==> src/rtl/letreiro_prog.sv <==
// Programmable N-lamp sign sequencer: a writable pattern table played back at a
// programmable dwell rate in loop, one-shot, blink or hold mode.
module letreiro_prog #(
  parameter int CANAIS = 3,
  parameter int PASSOS = 16,
  parameter int DIV_W  = 8,
  localparam int AW    = $clog2(PASSOS)
) (
  input  logic              clock,
  input  logic              reset,
  input  logic              wr_en,
  input  logic [AW-1:0]     wr_addr,
  input  logic [CANAIS-1:0] wr_data,
  input  logic              start,
  input  logic              stop,
  input  logic              enable,
  input  logic [1:0]        modo,
  input  logic [AW-1:0]     ultimo,
  input  logic [DIV_W-1:0]  divisor,
  output logic [CANAIS-1:0] palavras,
  output logic [AW-1:0]     passo,
  output logic              fim,
  output logic              ocupado
);

  localparam logic [1:0] OCIOSO    = 2'd0;
  localparam logic [1:0] RODANDO   = 2'd1;
  localparam logic [1:0] CONCLUIDO = 2'd2;

  localparam logic [1:0] M_LOOP    = 2'b00;
  localparam logic [1:0] M_ONESHOT = 2'b01;
  localparam logic [1:0] M_BLINK   = 2'b10;
  localparam logic [1:0] M_HOLD    = 2'b11;

  logic [CANAIS-1:0] mem [PASSOS];

  logic [1:0]       estado;
  logic [DIV_W-1:0] dwell;
  logic [DIV_W-1:0] divisor_l;
  logic [AW-1:0]    ultimo_l;
  logic [1:0]       modo_l;
  logic             fase;

  logic             avanca;
  logic             dwell_fim;
  logic             wrap;
  logic [AW-1:0]    passo_alvo;

  // NOTE: the pattern table has no reset; its contents survive reset by design,
  // and keeping it out of the reset domain lets it map onto plain RAM.
  always_ff @(posedge clock) begin
    if (wr_en) mem[wr_addr] <= wr_data;
  end

  // NOTE: every signal gets a default first so no path leaves it unassigned,
  // which is what keeps this block free of inferred latches.
  always_comb begin
    avanca     = 1'b0;
    dwell_fim  = 1'b0;
    wrap       = 1'b0;
    passo_alvo = '0;
    avanca     = (estado == RODANDO) && enable && (modo_l != M_HOLD);
    dwell_fim  = (dwell == divisor_l);
    wrap       = !(passo < ultimo_l);
    passo_alvo = wrap ? '0 : passo + AW'(1);
  end

  // NOTE: state is written with non-blocking assignments so every read in this
  // block sees the pre-edge value, independent of statement order.
  always_ff @(posedge clock or negedge reset) begin
    if (!reset) begin
      estado    <= OCIOSO;
      passo     <= '0;
      dwell     <= '0;
      fase      <= 1'b1;
      palavras  <= '0;
      fim       <= 1'b0;
      modo_l    <= M_LOOP;
      ultimo_l  <= '0;
      divisor_l <= '0;
    end else begin
      fim <= 1'b0;
      if (stop) begin
        estado   <= OCIOSO;
        passo    <= '0;
        dwell    <= '0;
        fase     <= 1'b1;
        palavras <= '0;
      end else if (start) begin
        estado    <= RODANDO;
        passo     <= '0;
        dwell     <= '0;
        fase      <= 1'b1;
        palavras  <= mem[0];
        modo_l    <= modo;
        ultimo_l  <= ultimo;
        divisor_l <= divisor;
      end else if (avanca) begin
        if (!dwell_fim) begin
          dwell <= dwell + DIV_W'(1);
        end else begin
          dwell <= '0;
          case (modo_l)
            M_ONESHOT: begin
              if (wrap) begin
                estado <= CONCLUIDO;
                fim    <= 1'b1;
              end else begin
                passo    <= passo_alvo;
                palavras <= mem[passo_alvo];
              end
            end
            M_BLINK: begin
              // Dark half-period keeps passo on the step just shown; the
              // advance happens when the lamps come back on.
              if (fase) begin
                fase     <= 1'b0;
                palavras <= '0;
              end else begin
                fase     <= 1'b1;
                passo    <= passo_alvo;
                palavras <= mem[passo_alvo];
                fim      <= wrap;
              end
            end
            default: begin
              passo    <= passo_alvo;
              palavras <= mem[passo_alvo];
              fim      <= wrap;
            end
          endcase
        end
      end
    end
  end

  assign ocupado = (estado == RODANDO);

endmodule

==> config.mk <==
export PLATFORM = sky130hd
export DESIGN_NAME = letreiro_prog
export DESIGN_NICKNAME = d
export VERILOG_FILES = /design/src/rtl/letreiro_prog.sv
export SDC_FILE = /design/constraint.sdc
export NUM_CORES = 1
export LEC_CHECK = 0
export BUFFER_PORTS_ARGS = -buffer_cell sky130_fd_sc_hd__buf_2
export CAP_MARGIN = 40
export CELL_PAD_IN_SITES_DETAIL_PLACEMENT = 1
export CELL_PAD_IN_SITES_GLOBAL_PLACEMENT = 2
export CORE_UTILIZATION = 37
export DETAILED_ROUTE_END_ITERATION = 6
export MAX_ROUTING_LAYER = met4
export PLACE_DENSITY = 0.83
export SLEW_MARGIN = 20
export SYNTH_ARGS = -nofsm -noshare
export SYNTH_HDL_FRONTEND = slang
export SYNTH_SLANG_ARGS = --single-unit
==> constraint.sdc <==
create_clock -name clock -period 2 [get_ports clock]
set_input_delay 0.5 -clock clock [delete_from_list [all_inputs] [get_ports clock]]
set_output_delay 0.5 -clock clock [all_outputs]
set_load 0.03 [all_outputs]
After elaboration in Yosys (flattened, before gate mapping). Memories as Yosys holds them, arrays and structs flattened. Cells that the tools add are included.

Register bits: 33. RAM bits: 48. Output and inout bits: 9. Logic and storage cells: 74. Memories: 1.

Add/sub/neg operators: 2. Order comparisons: 1. Equal/unequal tests: 8. Muxes and demuxes: 40. Bitwise gates (word level): 1. Reductions and logical operators: 12.

Memory list: mem (depth 16, bits a word 3, rd ports 2, clocked after Yosys merged registers in 0, wr ports 1, RTL line 35) `logic [CANAIS-1:0] mem [PASSOS];`.

Operator list (number): 8-bit two-way mux (4); 4-bit two-way mux (7); 3-bit two-way mux (6); 1-bit two-way mux (14); 2-bit two-way mux (6); 3-bit nonzero test (4); 8-bit by 1-bit adder with 8-bit output, second input constant (1); 8-bit equality test (1); 4-bit inequality test, second input constant (2); 4-bit case mux with 2 select lines (1); 4-bit AND reduction (2); 3-bit case mux with 2 select lines (1); 3-bit AND reduction (2); 4-bit by 1-bit adder with 4-bit output, second input constant (1); 2-bit by 1-bit equality test with 1-bit output, second input constant (2); 4-bit < comparator (1); 3-bit inequality test, second input constant (1); 2-bit equality test, second input constant (1); 1-bit logical AND (2); 2-bit inequality test, second input constant (1); 1-bit case mux with 2 select lines (1); 2-bit AND reduction (1); 1-bit logical NOT (1); 1-bit NOT (1).

Longest topological paths before layout. Gate-level depths: netlist (run 1). An unclocked memory read counts as a cell.

Word-level depth: 9. Mapped depth: 8. Mapped depth without buffers: 8.

Worst setup path before layout (run 1). No wires, ideal clock.

Path type: register -> register. Start point: register passo[3]. End point: register palavras[0]. Library setup time: 84 ps. Arrival time: 2228 ps. Slack: -312 ps. Stages on the path, launching flop included: 7. Path through: dfrtp_1 > ha_1 > a21oi_1 > o21ai_2 > or4_4 > a211o_1 > a41oi_2.

Cells in the longest elaborated chain, start to end: 9. Elaborated cells between the ends (all ways): 13. Classes of those cells: add/sub (1); order compare (1); eq/ne (1); mux (8); reduce/logical (1); memory (1).

RTL lines: start, declared (RTL line 21) `output logic [AW-1:0] passo,`; start signal, assigned (RTL line 109) `passo <= passo_alvo;`; start signal, assigned (RTL line 121) `passo <= passo_alvo;`; start signal, assigned (RTL line 127) `passo <= passo_alvo;`; 4-bit by 1-bit adder with 4-bit output or 4-bit < comparator (tied branches) (RTL line 65, 64); 4-bit two-way mux (RTL line 65) `passo_alvo = wrap ? '0 : passo + AW'(1);`; memory read 16 x 3 bit; 3-bit two-way mux, on equally long branches (RTL line 116, 105); 3-bit case mux with 2 select lines (RTL line 103) `case (modo_l)`; 3-bit two-way mux (RTL line 99) `if (!dwell_fim) begin`; 3-bit two-way mux (RTL line 98) `end else if (avanca) begin`; 3-bit two-way mux (RTL line 89) `end else if (start) begin`; 3-bit two-way mux (RTL line 83) `if (stop) begin`; end signal, assigned (RTL line 94) `palavras <= mem[0];`; end signal, assigned (RTL line 110) `palavras <= mem[passo_alvo];`; end signal, assigned (RTL line 122) `palavras <= mem[passo_alvo];`; end, declared (RTL line 20) `output logic [CANAIS-1:0] palavras,`.

Parallel ways exist; a longest one is shown, timed or not. The select of a mux whose other input is x is not followed. A chain may end at the register's enable or synchronous reset.

Worst setup path after layout (run 1).
Start point: register passo[1]. End point: register palavras[1].

Same word-level chain as after synthesis.

==> impl_metrics.env, run 1 <==
export IMPL_antenna_found_initial=0
export IMPL_drtIter0Drc=63
export IMPL_vias=2491
export IMPL_crit_arrival_ps=2370
export IMPL_dpl_cell_count=467
export IMPL_cts_tree="yes"
export IMPL_nNetsFinal=380
export IMPL_clk_pin_slew_ps=90
export IMPL_clk_latency_ps=360
export IMPL_path_class="register to register"
export IMPL_switching_share_pct=23.3
export IMPL_fin_area_sq_um=4600
export IMPL_maxSlewViolCount=0
export IMPL_placementRows=36
export IMPL_grt_pass1_vias=2589
export IMPL_worstMarginPinSlew_ps=458
export IMPL_clkPwrFrac_pct=39.3
export IMPL_drive_gt1_share_pct=36.5
export IMPL_power_density_nw_per_um2=803
export IMPL_coreArea_sq_um=9680
export IMPL_synth_area_per_cell_sq_um=13.2
export IMPL_status="finished, violations left"
export IMPL_required_ps=2290
export IMPL_leakagePower_nw=1.73
export IMPL_dieHeight_microns=102
export IMPL_drt_wl_total_microns=8520
export IMPL_antenna_cells=0
export IMPL_finalCritPeriodShare_pct=104
export IMPL_placed_cell_area_sq_um=4250
export IMPL_critical_path_max_fanout=3
export IMPL_vdd_drop_max_v=0.000323
export IMPL_final_setup_worst_slack_ps=-72.1
export IMPL_cap_violations=0
export IMPL_gr_total_overflow=0
export IMPL_ys_warn_count=0
export IMPL_synthCells=278
export IMPL_gp_congestion=0.821
export IMPL_fin_setup_tns_ps=-171
export IMPL_grt_pass1_wl_microns=13600
export IMPL_hold_violations=0
export IMPL_setup_viol=3
export IMPL_cts_made_buffers=9
export IMPL_power_frac_seq_pct=51.2
export IMPL_dieArea_sq_um=10300
export IMPL_drtPass1Iterations=4
export IMPL_grt_start_max_net_pins=17
export IMPL_utilization_pct=47.5
export IMPL_mappedNetlistNets=310
export IMPL_crit_path_start_kind="register"
export IMPL_yosysSeqAreaShare_pct=61.7
export IMPL_syn_area_sq_um=3680
export IMPL_crit_path_end_kind="register"
export IMPL_min_period_ps=2070
export IMPL_place_detailed_hpwl_microns=6490
export IMPL_p_sw_uw=860
export IMPL_io_buffers=35
export IMPL_area_growth_pct=24.9
export IMPL_avgRoutedWirePerCell_microns=17.5
export IMPL_cts_buffer_depth=2
export IMPL_ys_seq_elements=81
export IMPL_drc=0
export IMPL_dieWidth_microns=102
export IMPL_synth_distinct_cells=49
export IMPL_instances_no_fill=486
export IMPL_ant_nets=0
export IMPL_combPwrFrac_pct=9.5
export IMPL_avgViaCountPerCell=5.13
export IMPL_clock_sinks=81
export IMPL_initial_core_util_pct=38.0
export IMPL_grt_usage_pct=18.6
export IMPL_violations="negative setup slack"
export IMPL_intPower_mw=2.83
export IMPL_hold_path_class="primary input to register"
export IMPL_rsz0062_at_grt="yes"
export IMPL_relSlewSlack_pct=69.2
export IMPL_fin_worst_skew_ps=7.10
export IMPL_htreeDepth=3
export IMPL_fmax_mhz=483
export IMPL_root_buffer="clkbuf_8"
export IMPL_ios=36
## through the flow
stage / hold WS (ps) / power (mW) / worst slack, ps
after floorplan: 204 / 2.11 / -108
after global placement: 366 / 2.24 / -47.5
after detailed placement: 374 / 2.26 / -114
after CTS: 323 / 3.73 / -42.5
after global routing: 328 / 3.85 / -163
final: 339 / 3.69 / -72.1
## registers in the layout, indices dropped and copies added (netlist names)
name       count
mem           48
divisor_l      8
dwell          8
passo          4
ultimo_l       4
palavras       3
estado         2
modo_l         2
fase           1
fim            1
## Yosys cell counts (all sizes together)
| library cell | count | area share (%) |
|---|---|---|
| edfxtp | 48 | 39 |
| dfrtp | 32 | 22 |
| nor2 | 27 | 2.8 |
| nand2 | 16 | 1.6 |
| nor3 | 14 | 1.9 |
| o21ai | 13 | 1.9 |
| mux2 | 11 | 3.4 |
| a21oi | 8 | 1.1 |
| xnor2 | 8 | 1.9 |
| xor2 | 8 | 1.9 |
| mux2i | 7 | 1.9 |
| mux4 | 6 | 3.7 |
| nand3b | 6 | 1.2 |
| and3 | 5 | 0.85 |
| ha | 5 | 1.7 |
| inv | 5 | 0.51 |
| nand2b | 5 | 0.85 |
| nand3 | 5 | 0.82 |
| nand4 | 5 | 0.85 |
| nor4 | 4 | 1.1 |
| a221oi | 3 | 0.71 |
| a22oi | 3 | 0.61 |
| a31oi | 3 | 0.51 |
| buf | 3 | 0.54 |
| clkbuf | 3 | 0.31 |
| a211o | 2 | 0.48 |
| a211oi | 2 | 0.41 |
| a21o | 2 | 0.44 |
| a41oi | 2 | 0.88 |
| and2 | 2 | 0.34 |
| nor3b | 2 | 0.71 |
| o211ai | 2 | 0.41 |
| o21a | 2 | 0.41 |
| and2b | 1 | 0.20 |
| clkinv | 1 | 0.10 |
| dfstp | 1 | 0.71 |
| nor2b | 1 | 0.17 |
| o22a | 1 | 0.24 |
| o311ai | 1 | 0.24 |
| or2 | 1 | 0.17 |
| or3b | 1 | 0.24 |
| or4 | 1 | 0.31 |
## worst max-delay path, cell delays in order, from the launching register on
cell and delay (ps):
dfrtp_2 460, ha_4 220, o211ai_1 250, o21ai_2 100
or4_4 540, o311ai_2 260, o22a_1 170
## power groups by stage
stage | Sequential [mW] | Clock [mW] | Combinational (mW)
3_3_place_gp | 1.92 | 0 | 0.326
4_1_cts | 1.89 | 1.50 | 0.347
2_1_floorplan | 1.92 | 0 | 0.190
5_1_grt | 1.90 | 1.56 | 0.388
3_5_place_dp | 1.92 | 0 | 0.342
6_report | 1.89 | 1.45 | 0.351
## path summary, 6_finish.rpt
| kind | slack [ps] | start | end | cells past startpoint |
|---|---|---|---|---|
| worst max-delay path | -70 | passo[1] | palavras[1] | 6 |
| worst min-delay path | 340 | ultimo[2] | ultimo_l[2] | 3 |
| worst max register to register | -70 | passo[1] | palavras[1] | 6 |
| worst min register to register | 510 | estado[1] | estado[1] | 1 |
| max in group asynchronous | 980 | reset | fase | 3 |
| min in group asynchronous | 520 | reset | ultimo_l[0] | 2 |
## cell type report
type	instances	area, sq um
tap	133	166
inverter	6	22.5
timing repair buffer	65	407
sequential	81	2270
clock inverter	7	119
clock buffer	9	124
multi-input combinational	185	1480
fill	1021	5090
## cells in the final DEF, fill, tap and decap left out, types with 2 or more instances in the layout
master and instances:
clkbuf_8 9, and3_1 5, nand2_2 2, a211o_1 2
nand2b_1 5, xor2_2 2, clkinv_1 2, dfrtp_1 27
dfrtp_2 5, mux2_2 11, inv_1 4, o21ai_1 4
a211oi_1 2, xnor2_2 2, nand4_1 5, nand2_1 14
nand3b_1 6, xnor2_1 6, nand3_1 4, bufinv_16 3
edfxtp_1 48, clkinv_4 2, a22oi_1 3, xor2_1 6
and2_1 2, buf_2 35, o21ai_0 8, o211ai_1 2
a41oi_2 2, ha_4 4, a21oi_1 7, mux4_2 6
nor4_1 2, nor3_1 14, mux2i_1 7, buf_4 28
nor2_1 26, a31oi_1 3, a221oi_1 2
## routing by layer
layer	up-vias	share of wire, %	GRT usage, %
li1	1183	-	-
met1	1256	45	22.7
met2	42	51	30.6
met3	10	2.9	4.76
met4	0	1.2	5.13
met5	-	0	-
## cells by family (layout without fill, tap and decap cells)
logic type | count (synthesis) | in the layout | share of synthesized area [%]
AO/OA/AOI/OAI | 44 | 44 | 8.30
XOR/XNOR | 16 | 16 | 3.81
adder cells (fa/ha/maj) | 5 | 5 | 1.70
buffers and inverters | 12 | 87 | 1.46
flip-flops | 81 | 81 | 61.7
multiplexers | 24 | 24 | 8.95
AND/OR/NAND/NOR | 96 | 96 | 14.1
## timing repair
action | 4_1_cts | 5_1_grt
hold buffers | 1 | 0
buffers inserted | 0 | 2
endpoints found under the hold margin | 8 | 0
gates resized for setup | 7 | 14
pin swaps | 2 | 8
setup endpoints to repair | 3 | 7
Power figures use the tool's default switching activity.
==> run 2, diff against run 1 <==
--- a/config.mk
+++ b/config.mk
@@ -6,13 +6,15 @@
 export NUM_CORES = 1
 export LEC_CHECK = 0
 export BUFFER_PORTS_ARGS = -buffer_cell sky130_fd_sc_hd__buf_2
-export CAP_MARGIN = 40
+export CAP_MARGIN = 20
 export CELL_PAD_IN_SITES_DETAIL_PLACEMENT = 1
 export CELL_PAD_IN_SITES_GLOBAL_PLACEMENT = 2
+export CORE_MARGIN = 2
 export CORE_UTILIZATION = 37
 export DETAILED_ROUTE_END_ITERATION = 6
 export MAX_ROUTING_LAYER = met4
 export PLACE_DENSITY = 0.83
+export RECOVER_POWER = 100
 export SLEW_MARGIN = 20
 export SYNTH_ARGS = -nofsm -noshare
 export SYNTH_HDL_FRONTEND = slang
==> impl_metrics.env, run 2 (same netlist as run 1, synthesis figures left out) <==
export IMPL_crit_arrival_ps=2330
export IMPL_crit_path_start_kind="register"
export IMPL_path_class="register to register"
export IMPL_total_power_mw=3.37
export IMPL_cts_buffer_depth=2
export IMPL_hold_violations=0
export IMPL_cts_tree="yes"
export IMPL_cp_slowest_cell="or4_4"
export IMPL_r2r_start="passo[1]"
export IMPL_antenna_found_initial=0
export IMPL_grt_pass1_vias=2782
export IMPL_rsz0062_at_grt="yes"
export IMPL_gr_total_overflow=0
export IMPL_dieWidth_microns=104
export IMPL_final_common_cell="edfxtp_1"
export IMPL_vdd_drop_max_v=0.000356
export IMPL_hold_ws_ps=352
export IMPL_utilization_pct=46.1
export IMPL_power_density_nw_per_um2=750
export IMPL_worstMarginPinSlew_ps=713
export IMPL_place_detailed_hpwl_microns=6350
export IMPL_drtPass1Iterations=4
export IMPL_relSlewSlack_pct=52.5
export IMPL_instances_no_fill=487
export IMPL_initial_core_util_pct=37.8
export IMPL_r2r_end="palavras[0]"
export IMPL_max_stage_delay_ps=550
export IMPL_crit_start="passo[1]"
export IMPL_grt_usage_pct=17.6
export IMPL_drc=0
export IMPL_ios=36
export IMPL_layout_common_cells="edfxtp_1, dfrtp_1, nor2_1, clkbuf_1"
export IMPL_gp_congestion=0.787
export IMPL_avgViaCountPerCell=5.11
export IMPL_cap_violations=0
export IMPL_setup_viol=3
export IMPL_reg2reg_depth=6
export IMPL_drtIter0Drc=85
export IMPL_fillers=1056
export IMPL_dpl_cell_count=467
export IMPL_area_growth_pct=22.0
export IMPL_maxSlewViolCount=0
export IMPL_cts_made_buffers=9
export IMPL_endpoint="palavras[0]"
export IMPL_finalCritPeriodShare_pct=103
export IMPL_coreArea_sq_um=9730
export IMPL_crit_path_end_kind="register"
export IMPL_clock_sinks=81
export IMPL_regToRegSetupSlack_ps=-60
export IMPL_violations="negative setup slack"
export IMPL_vias=2491
export IMPL_leakagePower_nw=1.63
export IMPL_ant_nets=0
export IMPL_placementRows=36
export IMPL_min_period_ps=2060
export IMPL_critical_path_max_fanout=3
export IMPL_final_setup_worst_slack_ps=-62.3
export IMPL_root_buffer="clkbuf_8"
export IMPL_fin_worst_skew_ps=6.22
export IMPL_dieArea_sq_um=10800
export IMPL_dieHeight_microns=104
export IMPL_drt_wl_total_microns=8450
export IMPL_antenna_cells=0
export IMPL_grt_pass1_wl_microns=14300
export IMPL_crit_chain="ha_4, o211ai_1, o21ai_2, or4_4, a211o_1, a41oi_2"
export IMPL_clk_pin_slew_ps=80
export IMPL_status="finished, violations left"
export IMPL_htreeDepth=3
export IMPL_clk_latency_ps=350
export IMPL_avgRoutedWirePerCell_microns=17.4
export IMPL_dpl_worst_slack_ps=-259
export IMPL_max_flop_register="mem"
export IMPL_fin_setup_tns_ps=-127
export IMPL_hold_path_class="primary input to register"
export IMPL_required_ps=2270
export IMPL_largest_reg_flops=48
export IMPL_nNetsFinal=381
export IMPL_io_buffers=35
export IMPL_reg_top3="mem: 48 flops, divisor_l: 8 flops, dwell: 8 flops"
export IMPL_grt_start_max_net_pins=21
export IMPL_fmax_mhz=485
export IMPL_fin_area_sq_um=4490
export IMPL_placed_cell_area_sq_um=4250
export IMPL_drive_gt1_share_pct=28.5
==> run 2: cell types whose count changed in the layout (fill, tap and decap cells not counted), moves of 2 or more <==
cell,change
clkbuf_2,+2
nand2_1,+2
buf_2,-15
clkinv_1,-2
bufinv_16,-2
xnor2_2,-2
clkinv_2,+3
clkbuf_1,+23
buf_4,-8
nand2_2,-2
xnor2_1,+2
clkinv_4,-2
==> run 2: report_power, final <==
part | total (mW) | switching [mW] | internal, mW
Sequential | 1.89 | 0.0427 | 1.84
Clock | 1.15 | 0.575 | 0.575
Combinational | 0.333 | 0.190 | 0.143
==> run 2: repair_timing <==
action,in CTS,in global routing
hold endpoints to repair,6,0
pin swaps,3,3
endpoints found under the setup margin,7,7
buffers inserted,0,3
gates resized for setup,9,8
hold buffers,1,0
==> run 2: area by class of cell <==
type	count	area, sq um	area share (%)
Sequential cell	81	2270	50.7
Multi-Input combinational cell	185	1470	32.7
Timing Repair Buffer	66	375	8.36
Tap cell	133	166	3.71
Clock buffer	12	135	3.01
Clock inverter	4	47.5	1.06
Inverter	6	23.8	0.530
==> run 2: how the worst min path moves through the flow <==
stage | from | end | cells past startpoint
detailed placement | reset | ultimo_l[0] | 1
global route | stop | estado[0] | 2
CTS | stop | estado[0] | 2
floorplan | reset | divisor_l[0] | 0
finish | stop | estado[0] | 2
global placement | reset | ultimo_l[0] | 1
==> run 2: critical path: cells and delay by family, from the launching register on <==
| kind | cells | cell delay, ps |
|---|---|---|
| AOI/OAI and AO/OA | 4 | 760 |
| and+or+nand+nor | 1 | 550 |
| DFF | 1 | 450 |
| adders and majority gates | 1 | 220 |
==> run 2: layer usage <==
metal / global-route usage (%) / share of wire [%] / vias to the layer above / wire (microns)
met5: - / 0 / - / 0
met3: 3.15 / 3.1 / 14 / 261
met2: 28.3 / 50 / 48 / 4230
li1: - / - / 1185 / -
met1: 22.0 / 45 / 1244 / 3820
met4: 7.34 / 1.6 / 0 / 135
